File: src/rtl/uart_tx_arbiter_if.sv
// Bus between the byte producers / piso transmitter and uart_tx_arbiter.
// Signals:
//   req, req_data        producer requests and their bytes (byte i at [8*i+7:8*i])
//   ack                  one-cycle done pulse per producer
//   grant_id, busy, err  arbiter status
//   tx_send, tx_data,    drive piso send / data_in / parity_bit
//   tx_parity
//   tx_active, tx_done   piso active_flag / done_flag
// Modports: slave = arbiter side, master = producer/transmitter side.
interface uart_tx_arbiter_if #(
  parameter int unsigned NUM_REQ = 4
);
  logic [NUM_REQ-1:0]   req;
  logic [NUM_REQ*8-1:0] req_data;
  logic [NUM_REQ-1:0]   ack;
  logic [2:0]           grant_id;
  logic                 busy;
  logic                 err;
  logic                 tx_send;
  logic [7:0]           tx_data;
  logic                 tx_parity;
  logic                 tx_active;
  logic                 tx_done;

  modport slave (
    input  req, req_data, tx_active, tx_done,
    output ack, grant_id, busy, err, tx_send, tx_data, tx_parity
  );

  modport master (
    output req, req_data, tx_active, tx_done,
    input  ack, grant_id, busy, err, tx_send, tx_data, tx_parity
  );
endinterface

File: src/rtl/uart_tx_arbiter.sv
// Round-robin arbiter and sequencer sharing one piso UART transmitter
// between NUM_REQ byte producers. Per granted byte: latch byte (+parity),
// hold it one cycle, pulse tx_send, follow tx_active to frame end, ack.
// Ports:
//   baud_clk  baud-rate clock, all logic on posedge
//   reset     asynchronous active-high reset
//   bus       uart_tx_arbiter_if.slave (requests, acks, status, piso link)
// Parameters: NUM_REQ (2..8), PARITY_ODD, WAIT_LIMIT (1..255).
// Optional feature: define UART_TX_PARITY_EN to compute a real parity bit;
// otherwise tx_parity is a constant mark bit and no XOR tree exists.
module uart_tx_arbiter #(
  parameter int unsigned NUM_REQ    = 4,
  parameter bit          PARITY_ODD = 1'b0,
  parameter int unsigned WAIT_LIMIT = 15
) (
  input logic              baud_clk,
  input logic              reset,
  uart_tx_arbiter_if.slave bus
);
  localparam int unsigned ID_W   = 3;
  localparam int unsigned SCAN_W = ID_W + 1;
  localparam int unsigned CNT_W  = 8;

  typedef enum logic [2:0] {
    S_IDLE, S_LOAD, S_SEND, S_WAIT_ACT, S_WAIT_DONE, S_ACK
  } state_t;

  state_t             state, state_nx;
  logic [ID_W-1:0]    rr_ptr, rr_ptr_nx;
  logic [ID_W-1:0]    grant_id, grant_id_nx;
  logic [CNT_W-1:0]   wait_cnt, wait_cnt_nx;
  logic [NUM_REQ-1:0] ack, ack_nx;
  logic               busy, busy_nx;
  logic               err, err_nx;
  logic               tx_send, tx_send_nx;
  logic [7:0]         tx_data, tx_data_nx;

  // Round-robin pick: first requester at or above rr_ptr, wrapping.
  logic [7:0]        req_pad_c;
  logic [63:0]       data_pad_c;
  logic [SCAN_W-1:0] scan_c;
  logic              pick_found_c;
  logic [ID_W-1:0]   pick_id_c;
  logic [7:0]        pick_byte_c;

  always_comb begin
    req_pad_c    = 8'(bus.req);
    data_pad_c   = 64'(bus.req_data);
    pick_found_c = 1'b0;
    pick_id_c    = '0;
    scan_c       = '0;
    for (int unsigned k = 0; k < NUM_REQ; k++) begin
      scan_c = {1'b0, rr_ptr} + SCAN_W'(k);
      if (scan_c >= SCAN_W'(NUM_REQ)) scan_c = scan_c - SCAN_W'(NUM_REQ);
      if (!pick_found_c && req_pad_c[scan_c[ID_W-1:0]]) begin
        pick_found_c = 1'b1;
        pick_id_c    = scan_c[ID_W-1:0];
      end
    end
    pick_byte_c = data_pad_c[{pick_id_c, 3'b000} +: 8];
  end

`ifdef UART_TX_PARITY_EN
  logic tx_parity, tx_parity_nx;
  assign bus.tx_parity = tx_parity;
`else
  // Mark bit in the parity slot; PARITY_ODD has no effect here.
  assign bus.tx_parity = 1'b1 | PARITY_ODD;
`endif

  // State and output registers.
  always_ff @(posedge baud_clk or posedge reset) begin
    if (reset) begin
      state    <= S_IDLE;
      rr_ptr   <= '0;
      grant_id <= '0;
      wait_cnt <= '0;
      ack      <= '0;
      busy     <= 1'b0;
      err      <= 1'b0;
      tx_send  <= 1'b0;
      tx_data  <= 8'h00;
`ifdef UART_TX_PARITY_EN
      tx_parity <= 1'b1;
`endif
    end else begin
      state    <= state_nx;
      rr_ptr   <= rr_ptr_nx;
      grant_id <= grant_id_nx;
      wait_cnt <= wait_cnt_nx;
      ack      <= ack_nx;
      busy     <= busy_nx;
      err      <= err_nx;
      tx_send  <= tx_send_nx;
      tx_data  <= tx_data_nx;
`ifdef UART_TX_PARITY_EN
      tx_parity <= tx_parity_nx;
`endif
    end
  end

  // Next state; registered outputs are computed for the state being entered.
  always_comb begin
    state_nx    = state;
    rr_ptr_nx   = rr_ptr;
    grant_id_nx = grant_id;
    wait_cnt_nx = wait_cnt;
    tx_data_nx  = tx_data;
    ack_nx      = '0;
    err_nx      = 1'b0;
    tx_send_nx  = 1'b0;
`ifdef UART_TX_PARITY_EN
    tx_parity_nx = tx_parity;
`endif
    case (state)
      S_IDLE: begin
        if (pick_found_c) begin
          grant_id_nx = pick_id_c;
          tx_data_nx  = pick_byte_c;
`ifdef UART_TX_PARITY_EN
          tx_parity_nx = (^pick_byte_c) ^ PARITY_ODD;
`endif
          state_nx = S_LOAD;
        end
      end
      S_LOAD: begin
        tx_send_nx = 1'b1;
        state_nx   = S_SEND;
      end
      S_SEND: begin
        wait_cnt_nx = '0;
        state_nx    = S_WAIT_ACT;
      end
      S_WAIT_ACT: begin
        // err is raised as the count reaches the limit; the ack follows next cycle.
        if (wait_cnt == CNT_W'(WAIT_LIMIT)) begin
          ack_nx   = NUM_REQ'(1'b1) << grant_id;
          state_nx = S_ACK;
        end else if (bus.tx_active) begin
          state_nx = S_WAIT_DONE;
        end else begin
          wait_cnt_nx = wait_cnt + 1'b1;
          if (wait_cnt_nx == CNT_W'(WAIT_LIMIT)) err_nx = 1'b1;
        end
      end
      S_WAIT_DONE: begin
        if (!bus.tx_active) begin
          ack_nx   = NUM_REQ'(1'b1) << grant_id;
          state_nx = S_ACK;
        end
      end
      S_ACK: begin
        rr_ptr_nx = (grant_id == ID_W'(NUM_REQ - 1)) ? '0 : grant_id + 1'b1;
        state_nx  = S_IDLE;
      end
      default: state_nx = S_IDLE;
    endcase
    busy_nx = (state_nx != S_IDLE);
  end

  assign bus.ack      = ack;
  assign bus.grant_id = grant_id;
  assign bus.busy     = busy;
  assign bus.err      = err;
  assign bus.tx_send  = tx_send;
  assign bus.tx_data  = tx_data;
endmodule

File: src/flat_wrapper.sv
// flat-port wrapper written by rule: the top's interface ports become plain ports
module uart_tx_arbiter_flat 
#(
  parameter int unsigned NUM_REQ    = 4,
  parameter bit          PARITY_ODD = 1'b0,
  parameter int unsigned WAIT_LIMIT = 15
)
  (baud_clk, reset, bus_req, bus_req_data, bus_tx_active, bus_tx_done, bus_ack, bus_grant_id, bus_busy, bus_err, bus_tx_send, bus_tx_data, bus_tx_parity);
  uart_tx_arbiter_if #(.NUM_REQ(NUM_REQ)) bus_i ();
  input logic baud_clk;
  input logic reset;
  input wire logic [$bits(bus_i.req)-1:0] bus_req;
  input wire logic [$bits(bus_i.req_data)-1:0] bus_req_data;
  input wire logic [$bits(bus_i.tx_active)-1:0] bus_tx_active;
  input wire logic [$bits(bus_i.tx_done)-1:0] bus_tx_done;
  output wire logic [$bits(bus_i.ack)-1:0] bus_ack;
  output wire logic [$bits(bus_i.grant_id)-1:0] bus_grant_id;
  output wire logic [$bits(bus_i.busy)-1:0] bus_busy;
  output wire logic [$bits(bus_i.err)-1:0] bus_err;
  output wire logic [$bits(bus_i.tx_send)-1:0] bus_tx_send;
  output wire logic [$bits(bus_i.tx_data)-1:0] bus_tx_data;
  output wire logic [$bits(bus_i.tx_parity)-1:0] bus_tx_parity;
  assign bus_i.req = bus_req;
  assign bus_i.req_data = bus_req_data;
  assign bus_i.tx_active = bus_tx_active;
  assign bus_i.tx_done = bus_tx_done;
  assign bus_ack = bus_i.ack;
  assign bus_grant_id = bus_i.grant_id;
  assign bus_busy = bus_i.busy;
  assign bus_err = bus_i.err;
  assign bus_tx_send = bus_i.tx_send;
  assign bus_tx_data = bus_i.tx_data;
  assign bus_tx_parity = bus_i.tx_parity;
  uart_tx_arbiter #(.NUM_REQ(NUM_REQ), .PARITY_ODD(PARITY_ODD), .WAIT_LIMIT(WAIT_LIMIT)) u_core (.baud_clk(baud_clk), .reset(reset), .bus(bus_i));
endmodule
File: config.mk
export PLATFORM = sky130hd
export DESIGN_NAME = uart_tx_arbiter_flat
export DESIGN_NICKNAME = d
export VERILOG_FILES = /design/src/rtl/uart_tx_arbiter_if.sv /design/src/rtl/uart_tx_arbiter.sv /design/src/flat_wrapper.sv
export SDC_FILE = /design/constraint.sdc
export NUM_CORES = 1
export LEC_CHECK = 0
export ABC_AREA = 1
export CORE_AREA = 2 2 70 72
export DETAILED_ROUTE_END_ITERATION = 16
export DIE_AREA = 0 0 72 74
export PLACE_DENSITY = 0.86
export SLEW_MARGIN = 5
export SYNTH_ARGS = -nofsm -noshare
export SYNTH_HDL_FRONTEND = slang
export SYNTH_SLANG_ARGS = --single-unit
File: constraint.sdc
create_clock -name baud_clk -period 2.5 [get_ports baud_clk]
set_input_delay 0.625 -clock baud_clk [delete_from_list [all_inputs] [get_ports baud_clk]]
set_output_delay 0.625 -clock baud_clk [all_outputs]
set_load 0.05 [all_outputs]
==> run metrics, run 1 <==
Netlist cell types=27; slowest cell delay on critical path=0.41 ns; clock sinks=32; layout filler cell count=404; asr flop ratio synth=100%; largest net degree at the start of global routing=33; most used cell, CP=inv_1; Synthesis Warnings=0; Port Buffer Count=56; Least-Margin Pin Slew=0.524 ns; DP Area=0.00275 mm²; final hold viol count=0; vias in the first global route=1892; Cell Rows=25; Die X=72 µm; fin crit period=2.32 ns; Critical Path Slowest Stage Cell=dfrtp_1; Seq pwr share=21.6%; Max Clk Rate=431 MHz; Synth Area in Compound Gates=4.07%; initial antenna violation count=0; Hold Path Origin=u_core.bus.tx_data[7]$_DFFE_PP0P_; Synth Area in Simple Gates=39.1%; largest cells by area after synthesis=dfrtp_1, nand2_1, nand3_1; Num CTS Buffers=5; CP Class=reg -> reg; maximum root-to-sink buffer count=2; RSZ-0062 raised after global routing=no; Total Neg Setup Slack=0 ns; status=completed; synthesized instance count=294; XOR/XNOR Fraction of Synth Area=2.06%; min-delay worst type=reg -> reg; Total GRT Usage=18.5%; max_cap viols=0; FF/Latch Area=802 µm²; drt drc=0; pwr dens=1280 mW/mm²; clock network power share=13.3%; Worst Setup SP=u_core.rr_ptr[1]$_DFFE_PP0N_; CP startpoint kind=flop; core area=0.00460 mm²; leak pwr=1.47 nW; sequential area share after synthesis=37.8%; footprint of the multi-input gates=0.00107 mm²; first-pass detailed-route iteration total=4; Antenna Nets Post-Route=0; synthesized-area fraction occupied by adder cells=4.72%; Synth Area per Inst=7.21 µm²; global route overflow=0; CTS tree=yes; Sw Ratio=50.9%; mux contribution to synthesized area=0%; Worst-path clk slew=0.07 ns; Int Power=0.00179 W; Final period util=92.8%; CP Cell Sequence=inv_1 > ha_2 > inv_1 > nand3_2 > inv_1 > nor2_1 > nand2_2 > nand3_2 > nand2_4 > or2_2 > nand3_1 > nand3_1; Detailed Route Iter0 Violations=108; HPWL Detailed=3.57 mm; Combinational Power Share=65.1%; Reg-to-Reg Start=u_core.rr_ptr[1]$_DFFE_PP0N_; Main synth FF type=dfrtp_1; Synth area leader=dfrtp_1; Initial Util=46.1%; final max-slew violation count=0; switching power=0.00186 W; mapped cell area=0.00212 mm²; vias per inst=4.88; die span in y=74 µm; Root Buffer=clkbuf_8; H-tree Lvls=2; total number of vias=2012; final setup fails=0; slew margin rel.=65.0%; Placer Congestion=0.867; WP data arrival=2.49 ns; Syn Nets=342; most frequent cells after synthesis=nand2_1, inv_1, nand3_1; number of synthesized flops with an enable pin=0; Setup crit end kind=flop; WL/cell=11.3 µm; Synth top area share=37.8%; largest family of logic cells by synthesized area=simple AND/OR/NAND/NOR gates; Hold-fix buffers, CTS=0; diode count=0; Max VDD drop=811 µV; post-route cell area=0.00286 mm²; die footprint=0.00533 mm²; total wire length=4.65 mm; nets@finish=405; WP data required=2.67 ns; Layout area overhead=35.0%; global-route wire length before repair=7.76 mm; Worst Skew=0.00994 ns; worst skew pair latency=0.28 ns; I/O pin count=59; #FFs+latches synth=32; crit-path max FO=23; most common cell in the netlist=nand2_1; share of cells above drive strength 1=11.2%
## logic make-up after synthesis
kind of cell	Yosys count
xor gates and xnor gates	5
other	1
DFF	32
and+or+nand+nor	171
buffers and inverters	61
AOI/OAI and AO/OA	16
adders and majority gates	8
## final timing paths
check	cells past startpoint	endpoint	slack (ns)
worst max-delay path	12	u_core.bus.tx_data[6]$_DFFE_PP0P_	0.18
worst min-delay path	2	u_core.bus.tx_data[7]$_DFFE_PP0P_	0.49
worst max register to register	12	u_core.bus.tx_data[6]$_DFFE_PP0P_	0.18
worst min register to register	2	u_core.bus.tx_data[7]$_DFFE_PP0P_	0.49
max in group asynchronous	3	u_core.rr_ptr[0]$_DFFE_PP0N_	1.47
min in group asynchronous	3	u_core.bus.grant_id[0]$_DFFE_PP0P_	0.72
## area by class of cell
cell class                      count  share of cell area, %
Tap cell                           54                   2.36
Clock inverter                      2                   1.22
Inverter                           55                   7.30
Clock buffer                        6                   2.53
Timing Repair Buffer               62                   21.2
Multi-Input combinational cell    201                   37.4
Sequential cell                    32                   28.0
## flip-flops by register name, indices dropped and copies added (netlist names)
register,count
u_core.bus.tx_data,8
u_core.wait_cnt,8
u_core.bus.ack,4
u_core.bus.grant_id,3
u_core.rr_ptr,3
u_core.state,3
u_core.bus.busy,1
u_core.bus.err,1
u_core.bus.tx_send,1
## power groups by stage
stage          sequential [W]  combinational (W)  clock [W]
2_1_floorplan         0.00109            0.00154          0
3_5_place_dp         0.000792            0.00235          0
6_report             0.000787            0.00238   0.000487
4_1_cts              0.000787            0.00237   0.000493
5_1_grt              0.000811            0.00264   0.000509
3_3_place_gp         0.000789            0.00229          0
## layout by cell type (no fill, tap or decap), drive strengths merged
cell type      Yosys  layout
nand2             84      84
clkdlybuf4s50      0      56
inv               55      55
nand3             49      49
dfrtp             32      32
nor2              19      19
o21ai              9       9
ha                 8       8
nand4              7       7
buf                6       6
clkbuf             0       6
or2                6       6
xor2               5       5
o22ai              5       5
nor3               4       4
a21oi              2       2
nor3b              2       2
conb               1       1
bufinv             0       1
clkinv             0       1
## critical path, delay by kind of cell (launching register included)
kind                       cells  cell delay, ns
adders and majority gates      1            0.41
buffers and inverters          3            0.27
DFF                            1            0.41
and+or+nand+nor                8            1.11
## through the flow
step / util, % / hold slack (ns) / setup slack, ns / power [W] / cells
floorplan: - / 0.460 / 0.488 / 0.00263 / 294
global placement: 59.7 / 0.463 / 0.0817 / 0.00308 / 404
detailed placement: 59.7 / 0.468 / 0.0309 / 0.00314 / 404
CTS: 62.1 / 0.489 / 0.148 / 0.00365 / 412
global route: 62.3 / 0.514 / 0.0176 / 0.00396 / 412
finish: 62.3 / 0.485 / 0.180 / 0.00365 / 412
## metal layers
layer  vias up  wire, µm  track usage (%)
met2        52      2380             34.1
met1       903      1990             20.3
met4         0        61             6.92
li1       1051         -                -
met5         -         0                0
met3         6       225             5.15
## repair_timing
action	4_1_cts	5_1_grt
setup buffers	0	0
gates resized for setup	0	3
setup endpoints to repair	0	6
(Power assumes the default switching activity.)
==> inputs of run 2 (changes only) <==
--- a/config.mk
+++ b/config.mk
@@ -10,6 +10,7 @@
 export DETAILED_ROUTE_END_ITERATION = 16
 export DIE_AREA = 0 0 72 74
 export PLACE_DENSITY = 0.86
+export RECOVER_POWER = 25
 export SLEW_MARGIN = 5
 export SYNTH_ARGS = -nofsm -noshare
 export SYNTH_HDL_FRONTEND = slang
==> run 2 against run 1 <==
Critical path depth stayed put. Largest cell class unchanged. Clock skew hardly changed. Setup slack hardly changed. Routed wire length hardly changed. Sequential share of layout area hardly changed. Fmax hardly changed. Power hardly changed. Largest power group unchanged. Sequential power hardly changed. Flip-flop and latch count stayed put. Die area stayed put. Count of clock-buffer cells in the layout stayed put.
==> run metrics, run 2 (synthesized netlist as in run 1, its figures left out) <==
pwr dens=1280 mW/mm²; Least-Margin Pin Slew=0.768 ns; vias in the first global route=1892; total wire length=4.65 mm; Initial Util=46.1%; Sw Ratio=51.0%; global-route wire length before repair=7.76 mm; core area=0.00460 mm²; Num CTS Buffers=5; final max-slew violation count=0; Post-Place Cells=404; post-placement setup slack=0.0309 ns; slew margin rel.=48.8%; min-delay worst type=reg -> reg; Final period util=92.8%; switching power=0.00186 W; Root Buffer=clkbuf_8; total number of vias=2012; layout filler cell count=404; worst skew pair latency=0.28 ns; leak pwr=1.47 nW; Seq pwr share=21.6%; share of cells above drive strength 1=11.2%; Hold-fix buffers, CTS=0; Combinational Power Share=65.1%; HPWL Detailed=3.57 mm; Total GRT Usage=18.5%; Post-CTS Resized=0; WP data arrival=2.49 ns; drt drc=0; vias per inst=4.88; Worst Skew=0.00994 ns; Total Neg Setup Slack=0 ns; largest registers=u_core.bus.tx_data (8), u_core.wait_cnt (8), u_core.bus.ack (4); final setup fails=0; CP Class=reg -> reg; crit-path max FO=23; nets@finish=405; Final WS setup=0.180 ns; Antenna Nets Post-Route=0; status=completed; commonest non-fill, non-tap cells in the layout=nand2_1, clkdlybuf4s50_1, inv_1; Detailed Route Iter0 Violations=112; Max VDD drop=811 µV; FF/Latch Area=802 µm²; Die X=72 µm; CTS tree=yes; clock network power share=13.4%; max_cap viols=0; CP startpoint kind=flop; diode count=0; postcts setup bufs=0; commonest non-fill, non-tap cell in the layout=nand2_1; Int Power=0.00179 W; Worst-path clk slew=0.07 ns; die footprint=0.00533 mm²; footprint of the multi-input gates=0.00107 mm²; fin crit period=2.32 ns; largest net degree at the start of global routing=33; Placer Congestion=0.867; RSZ-0062 raised after global routing=no; Layout area overhead=34.9%; maximum root-to-sink buffer count=2; die span in y=74 µm; H-tree Lvls=2; WL/cell=11.3 µm; initial antenna violation count=0; clock sinks=32; first-pass detailed-route iteration total=4; Port Buffer Count=56; final hold viol count=0; Cell Rows=25; global route overflow=0; WP data required=2.67 ns; I/O pin count=59; Max Clk Rate=431 MHz; Setup crit end kind=flop; post-route insts no fill=412
==> run 2: changes by cell type in the layout (fill, tap and decap cells not counted), sizes merged <==
cell	change
buf	-1
clkbuf	+1
clkdlybuf4s50	-1
dlygate4sd3	+1
==> run 2: routing by layer <==
layer / share of wire (%) / track usage, %
met1: 43 / 20.3
met2: 51 / 34.1
met3: 4.8 / 5.15
met4: 1.3 / 6.92
met5: 0 / 0
==> run 2: final cells by class <==
class                   count  share of cell area, %
clock buffers               6                   2.54
clock inverters             2                   1.22
inverters                  55                   7.31
multi-input cells         201                   37.4
flip-flops and latches     32                   28.0
well taps                  54                   2.36
repair buffers             62                   21.1
==> run 2: metrics by stage <==
stage | power [W] | area [µm²] | hold WS [ns] | utilization, %
2_1_floorplan | 0.00263 | 2120 | 0.460 | -
3_3_place_gp | 0.00308 | 2750 | 0.463 | 59.7
3_5_place_dp | 0.00314 | 2750 | 0.468 | 59.7
4_1_cts | 0.00365 | 2850 | 0.489 | 62.1
5_1_grt | 0.00396 | 2860 | 0.514 | 62.2
6_report | 0.00365 | 2860 | 0.485 | 62.2
==> run 2: power groups by stage <==
| stage | logic [W] | clock network (W) | registers, W |
|---|---|---|---|
| final | 0.00238 | 0.000488 | 0.000787 |
| after global routing | 0.00264 | 0.000509 | 0.000811 |
| after global placement | 0.00229 | 0 | 0.000789 |
| after floorplan | 0.00154 | 0 | 0.00109 |
| after CTS | 0.00237 | 0.000493 | 0.000787 |
| after detailed placement | 0.00235 | 0 | 0.000792 |
==> run 2: critical path, stage by stage (launching register included) <==
cell,delay [ns]
dfrtp_1,0.41
inv_1,0.14
ha_2,0.41
inv_1,0.09
nand3_2,0.10
inv_1,0.04
nor2_1,0.20
nand2_2,0.11
nand3_2,0.12
nand2_4,0.14
or2_2,0.30
nand3_1,0.07
nand3_1,0.07
==> run 2: final timing paths <==
check,depth (start not counted),endpoint,slack [ns],startpoint
worst min register to register,2,u_core.bus.tx_data[7]$_DFFE_PP0P_,0.49,u_core.bus.tx_data[7]$_DFFE_PP0P_
max in group asynchronous,3,u_core.rr_ptr[0]$_DFFE_PP0N_,0.96,reset
min in group asynchronous,3,u_core.bus.grant_id[0]$_DFFE_PP0P_,1.00,reset
worst max register to register,12,u_core.bus.tx_data[6]$_DFFE_PP0P_,0.18,u_core.rr_ptr[1]$_DFFE_PP0N_
worst max-delay path,12,u_core.bus.tx_data[6]$_DFFE_PP0P_,0.18,u_core.rr_ptr[1]$_DFFE_PP0N_
worst min-delay path,2,u_core.bus.tx_data[7]$_DFFE_PP0P_,0.49,u_core.bus.tx_data[7]$_DFFE_PP0P_
